===== src/rtl/colour_pkg.sv =====
// rtl/colour_pkg.sv - shared types, colour constants and FSM states for the colour sequence player
package colour_pkg;

   typedef logic [1:0] quad_t;
   typedef logic [2:0] colour_t;

   typedef struct packed {
      quad_t   quad;
      colour_t colour;
   } seq_entry_t;

   localparam colour_t COLOUR_BLACK = 3'd0;

   typedef enum logic [2:0] {
      IDLE,
      ALIGN,
      ON,
      GAP,
      DONE
   } state_t;

endpackage


===== src/rtl/frame_tick_sync.sv =====
// rtl/frame_tick_sync.sv - VGA vsync synchroniser and rising-edge detector producing a one-cycle frame tick
module frame_tick_sync (
   input  logic clk,
   input  logic rst_n,
   input  logic vs,
   output logic frame_tick
);

   logic vs_meta;
   logic vs_sync;
   logic vs_prev;

   // Two-flop synchroniser, one history flop, registered edge pulse
   always_ff @(posedge clk or negedge rst_n) begin
      if (!rst_n) begin
         vs_meta    <= 1'b0;
         vs_sync    <= 1'b0;
         vs_prev    <= 1'b0;
         frame_tick <= 1'b0;
      end else begin
         vs_meta    <= vs;
         vs_sync    <= vs_meta;
         vs_prev    <= vs_sync;
         frame_tick <= vs_sync & ~vs_prev;
      end
   end

endmodule


===== src/rtl/colour_sequence_player.sv =====
// rtl/colour_sequence_player.sv - frame-locked playback of a (quadrant, colour) sequence; SEQ_PLAYER_SPEEDUP_EN shortens later steps
module colour_sequence_player
   import colour_pkg::*;
#(
   parameter int MAX_LEN       = 16,
   parameter int ON_FRAMES     = 30,
   parameter int GAP_FRAMES    = 10,
   parameter int MIN_ON_FRAMES = 6
) (
   input  logic                       CLOCK_50,
   input  logic                       RESET_N,
   input  logic                       VGA_VS,
   input  logic                       GameOver,
   input  logic                       seq_wr,
   input  logic [$clog2(MAX_LEN)-1:0] seq_wr_addr,
   input  logic [4:0]                 seq_wr_data,
   input  logic [$clog2(MAX_LEN):0]   seq_len,
   input  logic                       start,
   output logic                       busy,
   output logic                       done,
   output logic [$clog2(MAX_LEN)-1:0] step_idx,
   output logic [2:0]                 colourLocation [0:3]
);

   localparam int IDX_W   = $clog2(MAX_LEN);
   localparam int LEN_W   = IDX_W + 1;
   localparam int CNT_MAX = (ON_FRAMES > GAP_FRAMES) ? ON_FRAMES : GAP_FRAMES;
   localparam int CNT_W   = $clog2(CNT_MAX + 1) + 1;

`ifdef SEQ_PLAYER_SPEEDUP_EN
   localparam int SPEED_STEP = 2;
`else
   localparam int SPEED_STEP = 0;
`endif

   // Floor never exceeds ON_FRAMES, so a zero speed step always yields ON_FRAMES
   localparam int ON_FLOOR = (MIN_ON_FRAMES < ON_FRAMES) ? MIN_ON_FRAMES : ON_FRAMES;

   function automatic logic [CNT_W-1:0] on_last(input logic [IDX_W-1:0] k);
      int t;
      t = ON_FRAMES - SPEED_STEP * int'(k);
      if (t < ON_FLOOR)
         t = ON_FLOOR;
      return CNT_W'(t - 1);
   endfunction

   seq_entry_t       mem [0:MAX_LEN-1];

   state_t           state,     state_nxt;
   logic [CNT_W-1:0] frame_cnt, cnt_nxt;
   logic [IDX_W-1:0] idx_nxt;
   logic [LEN_W-1:0] eff_len,   len_nxt;
   seq_entry_t       lit,       lit_nxt;
   logic             show,      show_nxt;
   logic             frame_tick;
   logic [IDX_W-1:0] idx_next_step;
   logic [LEN_W-1:0] start_len;

   frame_tick_sync u_frame_tick_sync (
      .clk        (CLOCK_50),
      .rst_n      (RESET_N),
      .vs         (VGA_VS),
      .frame_tick (frame_tick)
   );

   assign idx_next_step = step_idx + 1'b1;
   assign start_len     = (seq_len > LEN_W'(MAX_LEN)) ? LEN_W'(MAX_LEN) : seq_len;

   // Sequence memory: writes only land while idle; contents are not reset
   always_ff @(posedge CLOCK_50) begin
      if (seq_wr && state == IDLE)
         mem[seq_wr_addr] <= seq_wr_data;
   end

   // State, counters and the currently lit step
   always_ff @(posedge CLOCK_50 or negedge RESET_N) begin
      if (!RESET_N) begin
         state     <= IDLE;
         frame_cnt <= '0;
         step_idx  <= '0;
         eff_len   <= '0;
         lit       <= '0;
         show      <= 1'b0;
      end else begin
         state     <= state_nxt;
         frame_cnt <= cnt_nxt;
         step_idx  <= idx_nxt;
         eff_len   <= len_nxt;
         lit       <= lit_nxt;
         show      <= show_nxt;
      end
   end

   // Next-state logic; every transition after ALIGN happens on a frame tick
   always_comb begin
      state_nxt = state;
      cnt_nxt   = frame_cnt;
      idx_nxt   = step_idx;
      len_nxt   = eff_len;
      lit_nxt   = lit;
      show_nxt  = show;

      case (state)
         IDLE: begin
            show_nxt = 1'b0;
            if (start) begin
               len_nxt   = start_len;
               idx_nxt   = '0;
               state_nxt = (start_len == '0) ? DONE : ALIGN;
            end
         end
         ALIGN: begin
            if (frame_tick) begin
               lit_nxt   = mem[step_idx];
               show_nxt  = 1'b1;
               cnt_nxt   = '0;
               state_nxt = ON;
            end
         end
         ON: begin
            if (frame_tick) begin
               if (frame_cnt == on_last(step_idx)) begin
                  cnt_nxt   = '0;
                  show_nxt  = 1'b0;
                  state_nxt = GAP;
               end else begin
                  cnt_nxt = frame_cnt + 1'b1;
               end
            end
         end
         GAP: begin
            if (frame_tick) begin
               if (frame_cnt == CNT_W'(GAP_FRAMES - 1)) begin
                  cnt_nxt = '0;
                  if ({1'b0, step_idx} == eff_len - 1'b1) begin
                     state_nxt = DONE;
                  end else begin
                     idx_nxt   = idx_next_step;
                     lit_nxt   = mem[idx_next_step];
                     show_nxt  = 1'b1;
                     state_nxt = ON;
                  end
               end else begin
                  cnt_nxt = frame_cnt + 1'b1;
               end
            end
         end
         DONE: begin
            state_nxt = IDLE;
         end
         default: begin
            state_nxt = IDLE;
            show_nxt  = 1'b0;
         end
      endcase

      if (GameOver) begin
         state_nxt = IDLE;
         show_nxt  = 1'b0;
      end
   end

   assign busy = (state == ALIGN) || (state == ON) || (state == GAP);
   assign done = (state == DONE);

   // Only the lit step's quadrant carries a colour; the others show black
   always_comb begin
      for (int q = 0; q < 4; q++)
         colourLocation[q] = (show && lit.quad == quad_t'(q)) ? lit.colour : COLOUR_BLACK;
   end

endmodule


===== config.mk =====
export PLATFORM = sky130hd
export DESIGN_NAME = colour_sequence_player
export DESIGN_NICKNAME = d
export VERILOG_FILES = /design/src/rtl/colour_pkg.sv /design/src/rtl/frame_tick_sync.sv /design/src/rtl/colour_sequence_player.sv
export SDC_FILE = /design/constraint.sdc
export NUM_CORES = 1
export LEC_CHECK = 0
export BUFFER_PORTS_ARGS = -buffer_cell sky130_fd_sc_hd__buf_2
export CAP_MARGIN = 30
export CORE_MARGIN = 3
export CORE_UTILIZATION = 30
export CTS_CLUSTER_SIZE = 14
export DETAILED_ROUTE_END_ITERATION = 10
export PLACE_DENSITY = 0.49
export SLEW_MARGIN = 10
export SYNTH_ARGS = -nofsm -noshare
export SYNTH_HDL_FRONTEND = slang
export SYNTH_SLANG_ARGS = --single-unit

===== constraint.sdc =====
create_clock -name CLOCK_50 -period 4.6 [get_ports CLOCK_50]
set_input_delay 0.23 -clock CLOCK_50 [delete_from_list [all_inputs] [get_ports CLOCK_50]]
set_output_delay 0.23 -clock CLOCK_50 [all_outputs]
set_load 0.05 [all_outputs]

==> summary.txt, run 1 <==
Outcome
  • Status: complete, no violations

Min path
  • Worst Hold End: state[2]
  • Hold depth: 2
  • HP Class: input pin to flop
  • Hold Crit Start: GameOver

STA
  • Clock skew: ~7.4 ps
  • Final period util: about three fifths
  • Setup TNS: 0 ps
  • Clock period minus worst slack: approximately 2700 ps
  • Final Hold Fails: 0
  • Final hold slack: 105 ps
  • Slew @ Worst Pin: 828 ps
  • Slew margin rel.: about 44%
  • Max Slew Vio Count: 0
  • Setup violators final: 0
  • RSZ-0062 raised after global routing: no
  • Maximum clock rate: about 370 MHz

Logic synthesis
  • Seq/Total Area, Yosys: 54.3%
  • Async SR Flop Fraction: 25.9%
  • Mapped Avg Cell Area: around 12 µm²
  • Seq cells post-synth: ~110
  • Synthesized instance count: 469
  • Post-synthesis simple-gate area fraction: between 10% and 20%
  • Synth Flop Type: edfxtp_1
  • Proportion of synthesized area in mux cells: between 10% and 20%
  • Synth unique cells: 58
  • Mapped cell area: between 5000 and 6000 µm²
  • Ys Warns: 0
  • Xor-xnor portion of the synthesized cell area: 1.36%
  • Synth Area in Compound Gates: between 8 and 9%
  • Combinational family with the most area after synthesis: simple AND/OR/NAND/NOR gates
  • Synth Area in Adders: 0.876%
  • Syn_nets: between 400 and 500
  • Post-synth EDFFs: 80

Die
  • Initial Util: just over 30%
  • Die height: approximately 140 µm
  • Die W: about 140 µm
  • DIE AREA: around 21000 µm²
  • Site Rows: 49
  • Total I/O pin count: 38
  • Core ar.: between 15000 and 20000 µm²

Setup path
  • RR Endpoint: mem[0][2]
  • Nature of the critical path endpoint: flop
  • FF-to-FF setup slack: ~1900 ps
  • WP data required: 4590 ps
  • Startpoint Class: flop
  • CP arrival: approximately 2700 ps
  • Reg2Reg Depth: 4
  • Crit Path Category: flop to flop
  • CP max FO: 15
  • Worst R2R Start: state[2]

Layout
  • Finished Cell Area: 6370 µm²
  • Multi-input gate area: roughly 2400 µm²
  • Layout area overhead: 11.5%
  • Commonest non-fill, non-tap cell in the layout: edfxtp_1
  • Fin nets: a little over 500
  • Antenna fix cells: 0
  • Register Area: between 3000 and 4000 µm²
  • Fill count: between 1500 and 2000
  • Most frequent cells in the layout: 80 x edfxtp_1, 66 x mux2i_1, 45 x nand3_1, 37 x buf_2, 28 x nor2_1
  • Layout cells sized above 1: between 15 and 20%

Global routing
  • First-pass GRT wire length: 22700 µm
  • Largest net degree at the start of global routing: 55
  • Remaining Overflow, GRT: 0
  • Initial antenna violation count: 0
  • Vias in the first global route: between 3000 and 4000
  • Total track usage: ~15%

CTS
  • Clock sink count: 108
  • Clock buffer count from CTS: 9
  • Root buffer cell: clkbuf_16
  • H-tree Lvls: 3
  • Max Buffers Root-to-Sink: 2
  • Worst-Skew Late Latency: 350 ps
  • TritonCTS clock tree: done
  • Reg clk slew, reported paths: roughly 70 ps
  • Post-cts sizing count: 0

Power and ir drop
  • Net Switching: slightly below 1 mW
  • Sequential share of power: 44.0%
  • Sw frac: about a third
  • Clock power share: a little over a quarter
  • Overall power: ~2.8 mW
  • Internal power: 1.82 mW
  • Peak VDD IR: ~160 µV
  • Leak: roughly 2.2 nW
  • Logic gate share of total power: 28.9%
  • PwrDens: about 440 nW/µm²

Route
  • 1st-pass router iterations: 4
  • DR DRC count: 0
  • DR iter-0 viols: ~270
  • Via density per instance: between 5 and 6
  • Detailed Route WL: between 10000 and 15000 µm
  • Avg WL per Cell: between 20 and 25 µm
  • Post-route ant nets: 0
  • DR vias: between 3000 and 4000

Flow run
  • Max Cap Viol: 0

Placed design
  • Placed Area: between 6000 and 7000 µm²
  • DP Wirelength: 10300 µm
  • Gpl congestion: between 0.7 and 0.8
  • Port Buffers: 37
==> routing by layer <==
metal | GRT usage [%] | up-vias | part of all wire, %
li1 | - | 1861 | -
met2 | 22.2 | 131 | 46
met1 | 20.7 | 1988 | 46
met4 | 4.51 | 0 | 2.0
met3 | 3.27 | 16 | 5.9
met5 | 0 | - | 0
==> power groups by stage <==
stage | Sequential [mW] | Combinational, mW | Clock, mW
final | 1.22 | 0.804 | 0.753
after global routing | 1.24 | 0.877 | 0.807
after CTS | 1.22 | 0.803 | 0.771
after detailed placement | 1.25 | 0.799 | 0
after global placement | 1.24 | 0.795 | 0
after floorplan | 1.21 | 0.635 | 0
==> cell type report <==
class	instances	area share, %
flip-flops and latches	108	48.7
multi-input cells	322	38.0
well taps	229	4.50
repair buffers	44	3.81
clock buffers	9	3.54
clock inverters	7	0.845
inverters	10	0.589
==> cells by family (layout without fill, tap and decap cells) <==
| family | after synthesis | count (layout) |
|---|---|---|
| flops | 108 | 108 |
| mux | 77 | 77 |
| compound gates | 64 | 64 |
| xor+xnor | 8 | 8 |
| simple gates | 169 | 169 |
| fa+ha+maj | 4 | 4 |
| buf+inv | 39 | 70 |
==> metrics by stage <==
stage          utilization [%]  std cells  setup WS, ps
2_1_floorplan                -        469          2220
4_1_cts                   34.7        729          1940
3_3_place_gp              33.1        711          1960
5_1_grt                   34.7        729          1710
6_report                  34.7        729          1900
3_5_place_dp              33.1        711          1960
==> cell usage after synthesis (all sizes together) (11+ instances only) <==
| library cell | number | area share, % |
|---|---|---|
| edfxtp | 80 | 42 |
| mux2i | 66 | 12 |
| nand3 | 45 | 3.9 |
| dfrtp | 28 | 12 |
| nor2 | 28 | 1.8 |
| nand2 | 19 | 1.2 |
| buf | 18 | 2.0 |
| a22oi | 15 | 2.2 |
| and2 | 15 | 1.6 |
| nor3 | 12 | 1.1 |
| clkbuf | 11 | 0.74 |
==> critical path, cell delays in order (launching register included) <==
cell and delay [ps]:
dfrtp_1 520, nor3_1 740, nand2_1 140, or3_1 410, nor3_1 520
==> worst max-delay path by stage <==
stage | from | endpoint | slack [ps] | depth (start not counted)
floorplan | state[2] | show | 2220 | 5
global placement | step_idx[0] | lit[3] | 1960 | 7
detailed placement | state[2] | mem[0][1] | 1960 | 4
CTS | step_idx[0] | lit[0] | 1940 | 7
global route | state[2] | mem[0][1] | 1710 | 4
finish | state[2] | mem[0][2] | 1900 | 4
==> timing repair <==
action                                 CTS  global route
buffers inserted                         0             0
hold buffers                             2             0
endpoints found under the hold margin   29             0
==> sequential cells by signal, summed over array words and instances, names as in the netlist <==
register and cells:
step_idx 4, mem 80, u_frame_tick_sync.vs_prev 1, show 1, state 3, frame_cnt 6, u_frame_tick_sync.frame_tick 1, eff_len 5
u_frame_tick_sync.vs_meta 1, u_frame_tick_sync.vs_sync 1, lit 5
(Power assumes the default switching activity.)
==> run 2: changes to the inputs <==
==> constraint.sdc (replaced) <==
create_clock -name CLOCK_50 -period 2.7 [get_ports CLOCK_50]
set_input_delay 0.135 -clock CLOCK_50 [delete_from_list [all_inputs] [get_ports CLOCK_50]]
set_output_delay 0.135 -clock CLOCK_50 [all_outputs]
set_load 0.05 [all_outputs]
==> run 2 against run 1 <==
  * Combinational power is 73% higher
  * Register-to-register slack got worse by 1500 ps
  * Critical endpoint is now mem[12][1]
  * Count of clock-buffer cells in the layout rose by 1
  * Clock power is 82% higher
  * Worst setup slack got worse by 1500 ps
  * Flip-flop and latch count did not move
  * Sequential power up 71%
==> summary.txt, run 2 (synthesis results as in run 1) <==
Outcome
  • Status: complete, no violations

Die
  • DIE AREA: 20700 µm² (unchanged)
  • Initial Util: 31.2% (unchanged)
  • Core ar.: 18300 µm² (unchanged)
  • Die W: 144 µm (unchanged)
  • Total I/O pin count: 38 (unchanged)
  • Die height: 144 µm (unchanged)
  • Site Rows: 49 (unchanged)

Layout
  • Finished Cell Area: 6530 µm² (+2.6%)
  • Layout cells sized above 1: 17.9% (+2.3 points)
  • Fin nets: 534 (+2.9%)
  • Multi-input gate area: 2420 µm² (unchanged)
  • Most flops, register: mem
  • Fill count: 1788 (+0.39%)
  • Largest register FFs: 80 (unchanged)
  • Most frequent cells in the layout: 80 x edfxtp_1, 66 x mux2i_1, 45 x nand3_1, 37 x buf_2, 28 x nor2_1
  • Layout area overhead: 14.4%
  • Antenna fix cells: 0 (unchanged)
  • Register Area: 3100 µm² (unchanged)
  • Commonest non-fill, non-tap cell in the layout: edfxtp_1
  • Largest regs: mem (80), frame_cnt (6)

CTS
  • TritonCTS clock tree: done
  • Max Buffers Root-to-Sink: 2 (unchanged)
  • H-tree Lvls: 3 (unchanged)
  • Worst-Skew Late Latency: 360 ps (about the same)
  • Post-cts sizing count: 0 (unchanged)
  • Reg clk slew, reported paths: 70 ps (about the same)
  • Clock sink count: 108 (unchanged)
  • Clock buffer count from CTS: 9 (unchanged)
  • Root buffer cell: clkbuf_16

Route
  • Detailed Route WL: 14200 µm (-3.0%)
  • DR vias: 3891 (-2.6%)
  • Avg WL per Cell: 19.1 µm (-5.0%)
  • 1st-pass router iterations: 4 (unchanged)
  • DR iter-0 viols: 339 (+25%)
  • Via density per instance: 5.23 (-4.6%)
  • Post-route ant nets: 0 (unchanged)
  • DR DRC count: 0 (unchanged)

STA
  • Maximum clock rate: 440 MHz (+19%)
  • Clock period minus worst slack: 2270 ps (-433 ps)
  • Setup violators final: 0 (unchanged)
  • Setup TNS: 0 ps (unchanged)
  • Max Slew Vio Count: 0 (unchanged)
  • Final Hold Fails: 0 (unchanged)
  • RSZ-0062 raised after global routing: no
  • Clock skew: 11.5 ps (+4.13 ps)
  • Slew margin rel.: 57.2% (+13 points)
  • Final period util: 84.1% (+25 points)
  • Slew @ Worst Pin: 636 ps (-191 ps)

Power and ir drop
  • Peak VDD IR: 278 µV (+78%)
  • Leak: 2.25 nW (+4.4%)
  • PwrDens: 744 nW/µm² (+70%)

Setup path
  • CP bufs+invs: 1 (+1)
  • CP arrival: 2270 ps (-420 ps)
  • Crit-path slowest cell: nor2_1
  • Crit-path leading delay family: simple AND/OR/NAND/NOR gates
  • WP data required: 2700 ps (-1890 ps)
  • Max incr delay on CP: 540 ps (-200 ps)
  • Nature of the critical path endpoint: flop
  • CP max FO: 12 (-3)
  • Crit Path Category: flop to flop
  • Critical-path cell list: nor3_1, buf_4, nand2_1, or3_1, nor2_1
  • Startpoint Class: flop

Global routing
  • First-pass GRT wire length: 22400 µm (-1.7%)
  • Remaining Overflow, GRT: 0 (unchanged)
  • Initial antenna violation count: 0 (unchanged)
  • Total track usage: 14.4% (-0.21 points)
  • Vias in the first global route: 3813 (-2.7%)
  • Largest net degree at the start of global routing: 55 (unchanged)

Placed design
  • Placed Area: 6210 µm² (+2.3%)
  • Gpl congestion: 0.832 (+4.4%)
  • Port Buffers: 37 (unchanged)
  • DP Wirelength: 10300 µm (-0.29%)

Flow run
  • Max Cap Viol: 0 (unchanged)

Min path
  • HP Class: input pin to flop
-- run 2: timing repair --
item,CTS,global route
hold buffers,2,0
endpoints found under the hold margin,29,0
buffers inserted,0,0
endpoints found under the setup margin,0,0
-- run 2: report_power, final --
group          leakage [nW]  internal, mW  switching, mW
Sequential             1.08          1.92          0.177
Clock                 0.150         0.740          0.632
Combinational          1.02         0.585          0.807
Total                  2.25          3.24           1.62
-- run 2: cell type report --
class / count / share of cell area [%]
clock buffers: 10 / 3.51
well taps: 229 / 4.39
flip-flops and latches: 108 / 47.5
clock inverters: 6 / 1.17
repair buffers: 59 / 5.82
inverters: 10 / 0.575
multi-input cells: 322 / 37.0
-- run 2: worst register-to-register path, cell delays in order, from the launching register on --
cell and delay (ps):
dfrtp_1 530, nor3_1 200, buf_4 190, nand2_1 70, or3_1 390, nor2_1 540
-- run 2: layer usage --
layer	GRT usage, %	vias up	routed length, µm
met5	0	-	0
met1	20.0	1914	6930
met2	21.7	69	6420
met4	5.05	0	367
li1	-	1889	-
met3	3.67	19	531
-- run 2: through the flow --
step	hold slack (ps)	setup slack, ps	std cells	power, mW	utilization (%)
after floorplan	-161	320	469	3.15	-
after global placement	200	402	726	3.51	33.9
after detailed placement	196	454	726	3.53	33.9
after CTS	7.86	444	744	4.91	35.6
after global routing	27.0	349	744	5.12	35.6
final	19.1	430	744	4.86	35.6
-- run 2: worst paths after layout --
check	start	endpoint	slack [ps]	depth (start not counted)
hold / removal	GameOver	state[2]	20	2
setup reg to reg	state[0]	mem[12][1]	430	5
min in group asynchronous	RESET_N	step_idx[0]	330	2
hold reg to reg	u_frame_tick_sync.vs_meta	u_frame_tick_sync.vs_sync	360	0
max in group asynchronous	RESET_N	step_idx[0]	1930	2
setup / recovery	state[0]	mem[12][1]	430	5
==> run 3: changes to the inputs <==
==> constraint.sdc (replaced) <==
create_clock -name CLOCK_50 -period 2.2 [get_ports CLOCK_50]
set_input_delay 0.11 -clock CLOCK_50 [delete_from_list [all_inputs] [get_ports CLOCK_50]]
set_output_delay 0.11 -clock CLOCK_50 [all_outputs]
set_load 0.05 [all_outputs]
==> run 3 against run 2 <==
  * First-iteration DRC count down 20%
  * Worst hold slack improved by 6.0 ps
  * Wire length is 0.48% lower
  * Largest cell class unchanged
  * Largest power group unchanged
==> summary.txt, run 3 (synthesis results as in run 1) <==
Route
  • 1st-pass router iterations: 5 (+1)
  • DR DRC count: 0 (unchanged)
  • DR iter-0 viols: 271 (-20%)
  • Via density per instance: 5.25 (+0.42%)
  • Avg WL per Cell: 18.8 µm (-1.9%)
  • Detailed Route WL: 14200 µm (-0.48%)
  • DR vias: 3965 (+1.9%)
  • Post-route ant nets: 0 (unchanged)

Die
  • Initial Util: 31.2% (unchanged)
  • Total I/O pin count: 38 (unchanged)
  • Die W: 144 µm (unchanged)
  • Core ar.: 18300 µm² (unchanged)
  • Die height: 144 µm (unchanged)
  • Site Rows: 49 (unchanged)
  • DIE AREA: 20700 µm² (unchanged)

Power and ir drop
  • Peak VDD IR: 363 µV (+31%)
  • PwrDens: 886 nW/µm² (+19%)
  • Leak: 2.31 nW (+2.6%)

STA
  • Slew @ Worst Pin: 695 ps (+58.6 ps)
  • Clock period minus worst slack: 2120 ps (-152 ps)
  • Final Hold Fails: 0 (unchanged)
  • Final period util: 96.3% (+12 points)
  • Maximum clock rate: 472 MHz (+7.2%)
  • Setup violators final: 0 (unchanged)
  • Clock skew: 8.40 ps (-3.11 ps)
  • RSZ-0062 raised after global routing: no
  • Slew margin rel.: 53.3% (-3.9 points)
  • Max Slew Vio Count: 0 (unchanged)
  • Setup TNS: 0 ps (unchanged)

Setup path
  • WP data required: 2420 ps (-280 ps)
  • CP arrival: 2340 ps (+70 ps)
  • CP startpoint: step_idx[1]
  • Startpoint Class: flop
  • Crit Path Category: flop to flop
  • Critical-path cell list: ha_2, buf_12, mux2i_1, nand3_1, and4_1, a22oi_1, a31oi_1
  • Max incr delay on CP: 430 ps (-110 ps)
  • Nature of the critical path endpoint: flop
  • Worst R2R Start: step_idx[1]
  • Crit-path slowest cell: dfrtp_2
  • CP max FO: 41 (+29)
  • Crit-path leading delay family: flip-flops
  • CP bufs+invs: 1 (unchanged)

Layout
  • Largest regs: mem (80), frame_cnt (6)
  • Most frequent cells in the layout: 80 x edfxtp_1, 65 x mux2i_1, 45 x nand3_1, 37 x buf_2, 28 x nor2_1
  • Layout area overhead: 16.4%
  • Commonest non-fill, non-tap cell in the layout: edfxtp_1
  • Largest register FFs: 80 (unchanged)
  • Register Area: 3110 µm² (about the same)
  • Most flops, register: mem
  • Fill count: 1796 (+0.45%)
  • Multi-input gate area: 2430 µm² (+0.36%)
  • Cell Count, Final, Fillers Out: 755 (+1.5%)
  • Layout cells sized above 1: 20.2% (+2.3 points)
  • Antenna fix cells: 0 (unchanged)
  • Fin nets: 546 (+2.2%)
  • Finished Cell Area: 6650 µm² (+1.8%)

CTS
  • Reg clk slew, reported paths: 70 ps (about the same)
  • Clock sink count: 108 (unchanged)
  • Setup Buffers After CTS: 0 (unchanged)
  • Clock buffer count from CTS: 9 (unchanged)
  • Worst-Skew Late Latency: 350 ps (about the same)
  • Max Buffers Root-to-Sink: 2 (unchanged)
  • Root buffer cell: clkbuf_16
  • H-tree Lvls: 3 (unchanged)
  • TritonCTS clock tree: done

Global routing
  • Initial antenna violation count: 0 (unchanged)
  • First-pass GRT wire length: 22300 µm (about the same)
  • Remaining Overflow, GRT: 0 (unchanged)
  • Largest net degree at the start of global routing: 55 (unchanged)
  • Total track usage: 14.2% (-0.16 points)
  • Vias in the first global route: 3867 (+1.4%)

Placed design
  • Placed cell count: 737 (+1.5%)
  • Port Buffers: 37 (unchanged)
  • Gpl congestion: 0.878 (+5.5%)
  • Placed Area: 6330 µm² (+2.0%)
  • DP Wirelength: 10100 µm (-1.5%)

Flow run
  • Max Cap Viol: 0 (unchanged)

Min path
  • Hold Crit Start: seq_len[2]
  • HP Class: input pin to flop

Outcome
  • Status: complete, no violations
## run 3: cell types whose count changed in the layout (fill, tap and decap cells not counted), sizes merged
cell,change
buf,+11
bufinv,-1
clkbuf,-1
clkinv,+2
dlygate4sd3,+1
inv,-1
## run 3: path summary, 6_finish.rpt
path | to | slack (ps) | cells past startpoint
max | lit[0] | 80 | 7
min | eff_len[2] | 30 | 3
max reg2reg | lit[0] | 80 | 7
min reg2reg | u_frame_tick_sync.vs_sync | 360 | 0
max in group asynchronous | step_idx[0] | 1410 | 2
min in group asynchronous | step_idx[2] | 320 | 2
## run 3: layer usage
metal / global-route usage (%) / share of wire, % / vias to the layer above
met5: 0 / 0 / -
met4: 3.07 / 1.1 / 0
met3: 3.90 / 5.1 / 12
met2: 22.3 / 46 / 97
met1: 19.7 / 47 / 1945
li1: - / - / 1911
## run 3: cell type report
class	instances	area share (%)
sequential	108	46.7
multi-input combinational	322	36.5
timing repair buffer	71	7.68
tap	229	4.31
clock buffer	9	3.39
clock inverter	6	0.828
inverter	10	0.565
## run 3: per-stage QoR
stage               setup slack, ps  hold slack, ps  power [mW]  util (%)
floorplan                      38.8            -186        3.86         -
global placement                123             185        4.35      34.6
detailed placement             96.9             190        4.37      34.6
CTS                            87.7            15.1        5.95      36.2
global route                   3.78            55.1        6.21      36.3
finish                         82.0            25.0        5.89      36.3
## run 3: tightest hold or removal path, cell delays in order
cell and delay [ps]:
buf_2 100, nand2b_1 60, o21ai_0 60
## run 3: power breakdown
part	switching (mW)	leakage [nW]	internal [mW]
logic	1.05	1.09	0.757
clock network	0.766	0.139	0.787
registers	0.179	1.07	2.35
## run 3: timing repair
action,in CTS,in global routing
setup endpoints to repair,0,1
hold endpoints to repair,30,0
resized for setup,0,1
hold buffers,3,0
